## config.mk

```make
export PLATFORM = sky130hd
export DESIGN_NAME = bitxor_cmd_seq
export DESIGN_NICKNAME = d
export VERILOG_FILES = /design/src/rtl/bitxor_cmd_seq.sv
export SDC_FILE = /design/constraint.sdc
export NUM_CORES = 1
export LEC_CHECK = 0
export ABC_AREA = 1
export CORE_MARGIN = 4
export CORE_UTILIZATION = 35
export CTS_CLUSTER_DIAMETER = 50
export DETAILED_ROUTE_END_ITERATION = 12
export PLACE_DENSITY_LB_ADDON = 0.05
export RECOVER_POWER = 25
export SLEW_MARGIN = 10
export SYNTH_ARGS = -nofsm -noshare
export SYNTH_HDL_FRONTEND = slang
export SYNTH_SLANG_ARGS = --single-unit
```

## constraint.sdc

```tcl
create_clock -name clk -period 1.71 [get_ports clk]
set_input_delay 0.342 -clock clk [delete_from_list [all_inputs] [get_ports clk]]
set_output_delay 0.342 -clock clk [all_outputs]
set_load 0.02 [all_outputs]
```

## src/rtl/bitxor_cmd_seq.sv

```systemverilog
// bitxor_cmd_seq: command sequencer in front of an 8-entry 1-bit XOR register bank.
// Takes point-update and range-query commands over a valid/ready handshake. It turns them
// into registered per-cycle bank accesses and returns range-XOR results on a second
// valid/ready port. The bank reports prefix XORs, so a range lo..hi is computed as
// prefix(hi) ^ prefix(lo-1).
// Optional feature: define BITXOR_SHADOW_CHECK_EN to keep a shadow copy of the bank. The
// bank's prefix answers are then cross-checked against it, and the sticky shadow_err
// output is added.
module bitxor_cmd_seq #(
  parameter int unsigned IDX_W = 3
) (
  input  logic             clk,
  input  logic             rst_n,
  input  logic             cmd_valid,
  output logic             cmd_ready,
  input  logic             cmd_op,
  input  logic [IDX_W-1:0] cmd_lo,
  input  logic [IDX_W-1:0] cmd_hi,
  input  logic             cmd_val,
  output logic             rsp_valid,
  input  logic             rsp_ready,
  output logic             rsp_data,
  output logic             rsp_err,
  output logic [1:0]       bank_inst,
  output logic [IDX_W-1:0] bank_idx,
  output logic             bank_xor,
`ifdef BITXOR_SHADOW_CHECK_EN
  output logic             shadow_err,
`endif
  input  logic             bank_rxor
);

  localparam int unsigned N = 2 ** IDX_W;

  localparam logic [1:0] InstWrite = 2'b00;
  localparam logic [1:0] InstRead  = 2'b01;

  typedef enum logic [2:0] {StIdle, StUpd, StQhi, StQlo, StRsp} state_e;

  state_e           state_q, state_d;
  logic [IDX_W-1:0] lo_q, lo_d;
  logic             acc_q, acc_d;
  logic             err_q, err_d;
  logic             cmd_ready_q, cmd_ready_d;
  logic [1:0]       bank_inst_q, bank_inst_d;
  logic [IDX_W-1:0] bank_idx_q, bank_idx_d;
  logic             bank_xor_q, bank_xor_d;

  // Next-state logic. Bank drive values are computed one cycle ahead,
  // so the bank sees them as registered outputs.
  always_comb begin
    state_d     = state_q;
    lo_d        = lo_q;
    acc_d       = acc_q;
    err_d       = err_q;
    bank_inst_d = InstRead;
    bank_idx_d  = bank_idx_q;
    bank_xor_d  = 1'b0;
    case (state_q)
      StIdle: begin
        if (cmd_valid && cmd_ready_q) begin
          lo_d  = cmd_lo;
          acc_d = 1'b0;
          err_d = 1'b0;
          if (!cmd_op) begin
            state_d     = StUpd;
            bank_inst_d = InstWrite;
            bank_idx_d  = cmd_lo;
            bank_xor_d  = cmd_val;
          end else if (cmd_lo > cmd_hi) begin
            state_d = StRsp;
            err_d   = 1'b1;
          end else begin
            state_d    = StQhi;
            bank_idx_d = cmd_hi;
          end
        end
      end
      StUpd: begin
        state_d = StIdle;
      end
      StQhi: begin
        acc_d = bank_rxor;
        if (lo_q == '0) begin
          // Prefix(hi) already is the answer; skipping QLO avoids lo-1 underflow.
          state_d = StRsp;
        end else begin
          state_d    = StQlo;
          bank_idx_d = lo_q - IDX_W'(1);
        end
      end
      StQlo: begin
        acc_d   = acc_q ^ bank_rxor;
        state_d = StRsp;
      end
      StRsp: begin
        if (rsp_ready) state_d = StIdle;
      end
      default: state_d = StIdle;
    endcase
    cmd_ready_d = (state_d == StIdle);
  end

  // State and registered outputs; async reset drops any pending write or response.
  always_ff @(posedge clk or negedge rst_n) begin
    if (!rst_n) begin
      state_q     <= StIdle;
      lo_q        <= '0;
      acc_q       <= 1'b0;
      err_q       <= 1'b0;
      cmd_ready_q <= 1'b0;
      bank_inst_q <= InstRead;
      bank_idx_q  <= '0;
      bank_xor_q  <= 1'b0;
    end else begin
      state_q     <= state_d;
      lo_q        <= lo_d;
      acc_q       <= acc_d;
      err_q       <= err_d;
      cmd_ready_q <= cmd_ready_d;
      bank_inst_q <= bank_inst_d;
      bank_idx_q  <= bank_idx_d;
      bank_xor_q  <= bank_xor_d;
    end
  end

  // Output mapping; response fields read as zero outside RSP.
  always_comb begin
    cmd_ready = cmd_ready_q;
    rsp_valid = (state_q == StRsp);
    rsp_data  = rsp_valid & acc_q;
    rsp_err   = rsp_valid & err_q;
    bank_inst = bank_inst_q;
    bank_idx  = bank_idx_q;
    bank_xor  = bank_xor_q;
  end

`ifdef BITXOR_SHADOW_CHECK_EN
  logic [N-1:0] shadow_q;
  logic         shadow_err_q;

  function automatic logic prefix_xor(input logic [N-1:0] v, input logic [IDX_W-1:0] idx);
    logic r;
    r = 1'b0;
    for (int i = 0; i < N; i++) begin
      if (i <= int'(idx)) r = r ^ v[i];
    end
    return r;
  endfunction

  // Shadow copy tracks issued writes; any prefix disagreement latches an error.
  always_ff @(posedge clk or negedge rst_n) begin
    if (!rst_n) begin
      shadow_q     <= '0;
      shadow_err_q <= 1'b0;
    end else begin
      if (state_q == StUpd) begin
        shadow_q[bank_idx_q] <= shadow_q[bank_idx_q] ^ bank_xor_q;
      end
      if ((state_q == StQhi || state_q == StQlo) &&
          (bank_rxor != prefix_xor(shadow_q, bank_idx_q))) begin
        shadow_err_q <= 1'b1;
      end
    end
  end

  assign shadow_err = shadow_err_q;
`endif

endmodule

```

Word-level counts from Yosys, hierarchy flattened
Cells that the tools add are included.

operators by class
  muxes and demuxes = 21
  reductions and logical operators = 9
  bitwise operators = 3
  eq/ne operators = 6
  add/sub/neg operators = 1
  $lt $le $gt $ge = 1

operators by type and width
  kind                                                                    number
  3-bit 2-to-1 mux                                                        9
  3-bit case mux with 4 select lines                                      1
  3-bit zero test                                                         3
  1-bit 2-to-1 mux                                                        9
  3-bit by 2-bit equality test with 1-bit output (second input constant)  2
  3-bit case mux with 2 select lines                                      1
  2-bit inequality test (second input constant)                           2
  2-bit AND reduction                                                     2
  4-bit AND reduction                                                     1
  3-bit equality test (second input constant)                             1
  3-bit greater-than comparator                                           1
  3-bit inequality test (second input constant)                           1
  1-bit case mux with 3 select lines                                      1
  3-bit nonzero test                                                      1
  3-bit by 1-bit subtractor with 3-bit output (second input constant)     1
  1-bit AND                                                               2
  2-bit nonzero test                                                      1
  1-bit logical AND                                                       1
  1-bit bitwise XOR                                                       1

storage, ports and cells
  flip-flop bits (word level) = 15
  word-level logic and storage cells = 49
  input port bits = 13

Depth between registers and ports, before layout
Gate-level depths: netlist of the first run.

  word-level depth = 6
  gate-level depth with buffers = 10

Worst setup path before layout of the first run
Ideal clock, no wire load.

  path kind = register -> output
  start = reg state_q[0]
  end = out rsp_data
  data required time = 1.368 ns
  data arrival time = 1.229 ns
  path slack = 0.139 ns
  buffers on the path = 0
  stages on the path, launching flop included = 6
  cell sequence = dfrtp_1 > nor2_4 > inv_2 > nor2_2 > inv_1 > nor2_1

between the ends
  longest elaborated chain between the ends = 2

ends and longest elaborated chain
  element                   line  RTL
  start: declaration        40    state_e state_q, state_d;
  start signal: assignment  107   state_q <= StIdle;
  start signal: assignment  116   state_q <= state_d;
  3-bit equality test       130   rsp_valid = (state_q == StRsp);
  named net rsp_valid       20    output logic rsp_valid,
  1-bit AND                 131   rsp_data = rsp_valid & acc_q;
  end: declaration          22    output logic rsp_data,

The timed path passes the listed nets, and every way through them passes these cells.

Final worst setup path of the first run
  start = reg state_q[0]
  end = out rsp_err

between the ends
  longest elaborated chain between the ends = 2

ends and longest elaborated chain
  element              line  RTL
  3-bit equality test  130
  1-bit AND            132   rsp_err = rsp_valid & err_q;
  end: declaration     23    output logic rsp_err,

Every way passes these cells.

==> metrics, run 1 <==
CORE AREA 2320 sq um; DR WL/cell about 11 um; number of flops mapped to enable cells by yosys 0; period utilization a little over nine tenths; skew final 3.05 ps; clock power share 13.3%; fraction of layout cells with a size suffix above 1 23.6%; DR pass1 iterations 4; RSZ-0062 raised after global routing no; # placed instances 164; # fillers 248; Worst Max-Slew Pin Slew between 700 and 800 ps; relative slew slack 47.6%; Final Non-Filler Cells 168; Routed Antenna Nets 0; Synth cell types 22; P_int 0.00103 W; Synth warnings 0; Tmin final 1610 ps; CTS H-tree depth 1; Layout area overhead 36.0%; die extent in x 58.3 um; WP buf/inv 3; syn_nets around 130; count leader, synth nand2_1; Post-DP Area 1180 sq um; worst hold-check path type flop to flop; vias in the first global route 752; clk slew on worst S/H paths about 90 ps; Seq pwr share 29.8%; largest net degree at the start of global routing 15; Syn Inst Count 108; delay-heaviest family, CP flip-flops; Setup Crit Path Kind flop to output port; Main synth FF type dfrtp_1; gpl congestion 0.749; Synth Cell Area 887 sq um; max-slew violation count 0; final setup fails 0; status completed; # IOs 23; Synth top area share 36.7%; Nets 159; drc violations 0; leakage 0.621 nW; Final Cell Area 1210 sq um; #FFs+latches synth 14; top cells by area, synth dfrtp_1 (37%), nand2_1 (9.3%), inv_1 (7.6%); Gate power share 56.9%; Worst path slowest cell dfrtp_1; post-route setup slack ~98 ps; CP Data Required Time ~1400 ps; NetSw 0.000819 W; Longest Clk Path Bufs 2; CP peak stage delay 410 ps; Peak supply drop between 0.001 and 0.0015 V; Pwr Total 0.00185 W; Root Driver clkbuf_4; worst skew pair latency roughly 280 ps; pre-CTS setup slack -179 ps; CP Launch Type flop; die area between 3000 and 4000 sq um; WL final 1.84 mm; IO buf count 21; initial DRC count 23; Congestion Overflow GR 0; first-pass GRT wire length 3.15 mm; Die H roughly 60 um; total CTS buffers 3; routed via count 764; # Post-CTS Setup Buffers 0; Switching Share 44.2%; CP Capture Type output port; Pwr per Cell Area 1540 nW/um^2; Max Cap Violations 0; Initial Utilization 38.3%; total track usage between 10% and 20%; initial antenna violation count 0; HPWL Detailed 1.52 mm; CTS tree built; FMAX 620 MHz; Max FO, Critical Path 2; clk sink count 14; vias per cell 4.55; Mean Syn Cell Area 8.21 sq um; Cell Chain, Critical Path nor2_4 > inv_2 > nor2_2 > inv_1 > nor2_1 > buf_2; crit path DAT 1270 ps; Synth area leader dfrtp_1; n_diodes 0; Post-synth top cells nand2_1 (22), inv_1 (18), dfrtp_1 (13); ys async rst share 100%; final hold vios 0; register area share after synthesis 39.6%; Std-Cell Rows 17
-- path summary, 6_finish.rpt --
| check | startpoint | to | slack [ps] | depth (start not counted) |
|---|---|---|---|---|
| worst max-delay path | state_q[0]$_DFF_PN0_ | rsp_err | 100 | 6 |
| worst min-delay path | bank_idx[0]$_DFFE_PN0P_ | bank_idx[0]$_DFFE_PN0P_ | 530 | 2 |
| worst max register to register | lo_q[0]$_DFFE_PN0P_ | bank_idx[0]$_DFFE_PN0P_ | 280 | 9 |
| worst min register to register | bank_idx[0]$_DFFE_PN0P_ | bank_idx[0]$_DFFE_PN0P_ | 530 | 2 |
| max in group asynchronous | rst_n | lo_q[0]$_DFFE_PN0P_ | 580 | 2 |
| min in group asynchronous | rst_n | err_q$_DFFE_PN0P_ | 640 | 2 |
-- registers in the layout, indices dropped and copies added (netlist names) --
| signal | flops |
|---|---|
| cmd_ready | 1 |
| bank_inst | 1 |
| bank_idx | 3 |
| acc_q | 1 |
| state_q | 3 |
| lo_q | 3 |
| bank_xor | 1 |
| err_q | 1 |
-- power groups by stage --
| stage | Sequential [W] | Combinational [W] | Clock, W |
|---|---|---|---|
| CTS | 0.000555 | 0.00109 | 0.000255 |
| floorplan | 0.000622 | 0.000639 | 0 |
| finish | 0.000552 | 0.00105 | 0.000246 |
| global route | 0.000569 | 0.00117 | 0.000271 |
| global placement | 0.000560 | 0.00107 | 0 |
| detailed placement | 0.000561 | 0.00109 | 0 |
-- cells in the final DEF (no fill, tap or decap), types with 2 or more instances in the layout --
cell type | netlist | routed
nand2_4 | 4 | 4
buf_4 | 1 | 7
nand2_1 | 22 | 21
buf_2 | 0 | 3
clkdlybuf4s50_1 | 0 | 15
nand2_2 | 1 | 2
inv_1 | 18 | 18
inv_2 | 4 | 4
ha_1 | 5 | 5
clkbuf_4 | 0 | 3
nor2_4 | 5 | 5
o21ai_0 | 12 | 12
nand3_1 | 7 | 7
nor2_1 | 6 | 6
dfrtp_1 | 13 | 13
-- worst reg2reg max path: cells and delay by family (launching register included) --
kind,cells,cell delay (ps)
AND/OR/NAND/NOR,6,680
buffers and inverters,2,140
flip-flops,1,380
adder cells (fa/ha/maj),1,150
-- what timing repair did --
item / in CTS / in global routing
hold endpoints to repair: 0 / 0
gates resized for setup: 12 / 3
endpoints found under the setup margin: 4 / 3
hold buffers: 0 / 0
-- logic make-up after synthesis --
logic type | Yosys count | synth area share [%]
simple gates | 49 | 32.7
buf+inv | 23 | 10.2
compound gates | 15 | 9.03
flops | 14 | 39.6
fa+ha+maj | 5 | 7.05
xor+xnor | 1 | 0.987
other cells | 1 | 0.423
-- routing by layer --
metal,up-vias,global-route usage [%],wire length (um)
li1,396,-,-
met1,351,14.0,793
met2,15,21.4,933
met3,2,3.95,108
met4,0,2.32,9
met5,-,0,0
-- stage by stage --
| stage | setup TNS, ps | hold slack [ps] | util, % |
|---|---|---|---|
| after floorplan | 0 | 46.4 | - |
| after global placement | -751 | 511 | 51.1 |
| after detailed placement | -967 | 512 | 51.1 |
| after CTS | 0 | 367 | 52.2 |
| after global routing | 0 | 552 | 52.0 |
| final | 0 | 533 | 52.0 |
-- area by class of cell --
| type | count | area (sq um) | area share [%] |
|---|---|---|---|
| tap | 28 | 35.0 | 2.90 |
| multi-input combinational | 71 | 448 | 37.1 |
| clock buffer | 4 | 36.3 | 3.01 |
| sequential | 14 | 352 | 29.1 |
| timing repair buffer | 29 | 253 | 21.0 |
| inverter | 22 | 82.6 | 6.85 |
Note: power is estimated with default switching activity, not from simulation.
==> run 2, diff against run 1 <==
CORE_UTILIZATION = 30   (was 35)
==> metrics, run 2 (synthesized netlist as in run 1, its figures left out) <==
status completed; most frequent cells in the layout nand2_1 (22), inv_1 (18), clkdlybuf4s50_1 (15); most common cell after layout, fill and taps aside nand2_1; worst hold-check path type flop to flop; n_diodes 0 (unchanged); CORE AREA 2780 sq um (+20%); Die H 62.4 um (+6.9%); Max FO, Critical Path 3 (+1); Root Driver clkbuf_4; final setup fails 0 (unchanged); drc violations 0 (unchanged); HPWL Detailed 1.54 mm (+1.7%); period utilization 93.8% (-0.45 points); Layout area overhead 37.0%; R2R setup slack 300 ps (+20 ps); CTS Hold Bufs 0 (unchanged); CTS tree built; CP Launch Point cmd_hi[2]; Tmin final 1600 ps (-7.63 ps); Max Cap Violations 0 (unchanged); Reg2Reg Launch Point lo_q[0]$_DFFE_PN0P_; Std-Cell Rows 19 (+2); # IOs 23 (unchanged); first-pass GRT wire length 3.27 mm (+3.7%); largest net degree at the start of global routing 15 (unchanged); die extent in x 62.4 um (+6.9%); Pwr per Cell Area 1530 nW/um^2 (-0.40%); Longest Clk Path Bufs 2 (unchanged); Setup Crit Path Kind primary input to flop; vias in the first global route 768 (+2.1%); # Post-CTS Setup Buffers 0 (unchanged); RSZ-0062 raised after global routing no; CP Launch Type primary input; initial antenna violation count 0 (unchanged); FMAX 623 MHz (+0.48%); DR pass1 iterations 4 (unchanged); # placed instances 168 (+2.4%); Congestion Overflow GR 0 (unchanged); Peak supply drop 0.000998 V (-4.9%); relative slew slack 49.2% (+1.6 points); max-slew violation count 0 (unchanged); Worst Max-Slew Pin Slew 762 ps (-24.4 ps); end of the critical path cmd_ready$_DFF_PN0_; die area 3890 sq um (+14%); reg2reg path depth 9 (unchanged); skew final 4.19 ps (+1.14 ps); Nets 160 (+0.63%); clk slew on worst S/H paths 80 ps (about the same); WL final 1.87 mm (+1.6%); Final Non-Filler Cells 172 (+2.4%); IO buf count 21 (unchanged); Initial Utilization 31.9% (-6.4 points); routed via count 746 (-2.4%); total negative slack 0 ps (unchanged); Routed Antenna Nets 0 (unchanged); gpl congestion 0.698 (-6.8%); R2R Path End bank_idx[2]$_DFFE_PN0P_; clk sink count 14 (unchanged); worst skew pair latency 280 ps (about the same); total track usage 10.4% (-1.6 points); final hold vios 0 (unchanged); total CTS buffers 3 (unchanged); CP Capture Type flop; CTS H-tree depth 1 (unchanged); leakage 0.625 nW (+0.68%); minimum hold slack 533 ps (+0.349 ps); CP Data Required Time 1920 ps (+550 ps); vias per cell 4.34 (-4.6%); initial DRC count 14 (-39%); DR WL/cell 10.9 um (-0.79%); fraction of layout cells with a size suffix above 1 23.4% (-0.17 points); crit path DAT 1820 ps (+550 ps)
==> run 2: changes by cell type in the layout (fill, tap and decap cells not counted), sizes merged <==
cell | before | now
buf | 10 | 11
==> run 2: stage by stage <==
stage / instance area [sq um] / worst slack (ps) / power, W / utilization (%)
2_1_floorplan: 887 / 139 / 0.00126 / -
3_3_place_gp: 1200 / -191 / 0.00165 / 43.0
3_5_place_dp: 1200 / -188 / 0.00166 / 43.0
4_1_cts: 1220 / 22.0 / 0.00190 / 43.9
5_1_grt: 1210 / 4.40 / 0.00203 / 43.7
6_report: 1210 / 106 / 0.00186 / 43.7
==> run 2: worst min path at each step <==
| stage | to | from | cells after the start | slack, ps |
|---|---|---|---|---|
| floorplan | acc_q$_DFFE_PN0P_ | rst_n | 0 | 50 |
| global placement | bank_idx[2]$_DFFE_PN0P_ | bank_idx[2]$_DFFE_PN0P_ | 2 | 510 |
| detailed placement | bank_idx[0]$_DFFE_PN0P_ | bank_idx[0]$_DFFE_PN0P_ | 2 | 520 |
| CTS | acc_q$_DFFE_PN0P_ | rst_n | 2 | 360 |
| global route | bank_idx[0]$_DFFE_PN0P_ | bank_idx[0]$_DFFE_PN0P_ | 2 | 550 |
| finish | bank_idx[0]$_DFFE_PN0P_ | bank_idx[0]$_DFFE_PN0P_ | 2 | 530 |
==> run 2: power breakdown <==
group	leakage, nW	switching (W)	internal, W
Combinational	0.427	0.000620	0.000445
Clock	0.0210	0.000113	0.000130
Sequential	0.177	0.0000804	0.000470
==> run 2: cell type report <==
class | instances | area [sq um]
timing repair buffer | 30 | 260
inverter | 22 | 82.6
sequential | 14 | 352
clock buffer | 4 | 36.3
multi-input combinational | 71 | 445
tap | 31 | 38.8
fill | 287 | 1570
==> run 2: worst max-delay path: stages <==
cell	delay [ps]
clkdlybuf4s50_1	470
inv_1	50
ha_1	290
a21oi_1	140
nand2_1	60
nand2_1	140
inv_1	50
nand2_1	90
nand2_2	70
nor2_1	110
==> run 2: routing by layer <==
layer	track usage (%)	part of all wire (%)	vias up	routed length [um]
li1	-	-	398	-
met1	12.1	42	332	789
met2	18.0	53	16	986
met3	4.32	5.2	0	97
met4	1.59	0	0	0
met5	0	0	-	0
==> run 2: what timing repair did <==
action                                  4_1_cts  5_1_grt
gates resized for setup                      12        2
endpoints found under the hold margin         0        0
endpoints found under the setup margin        4        2
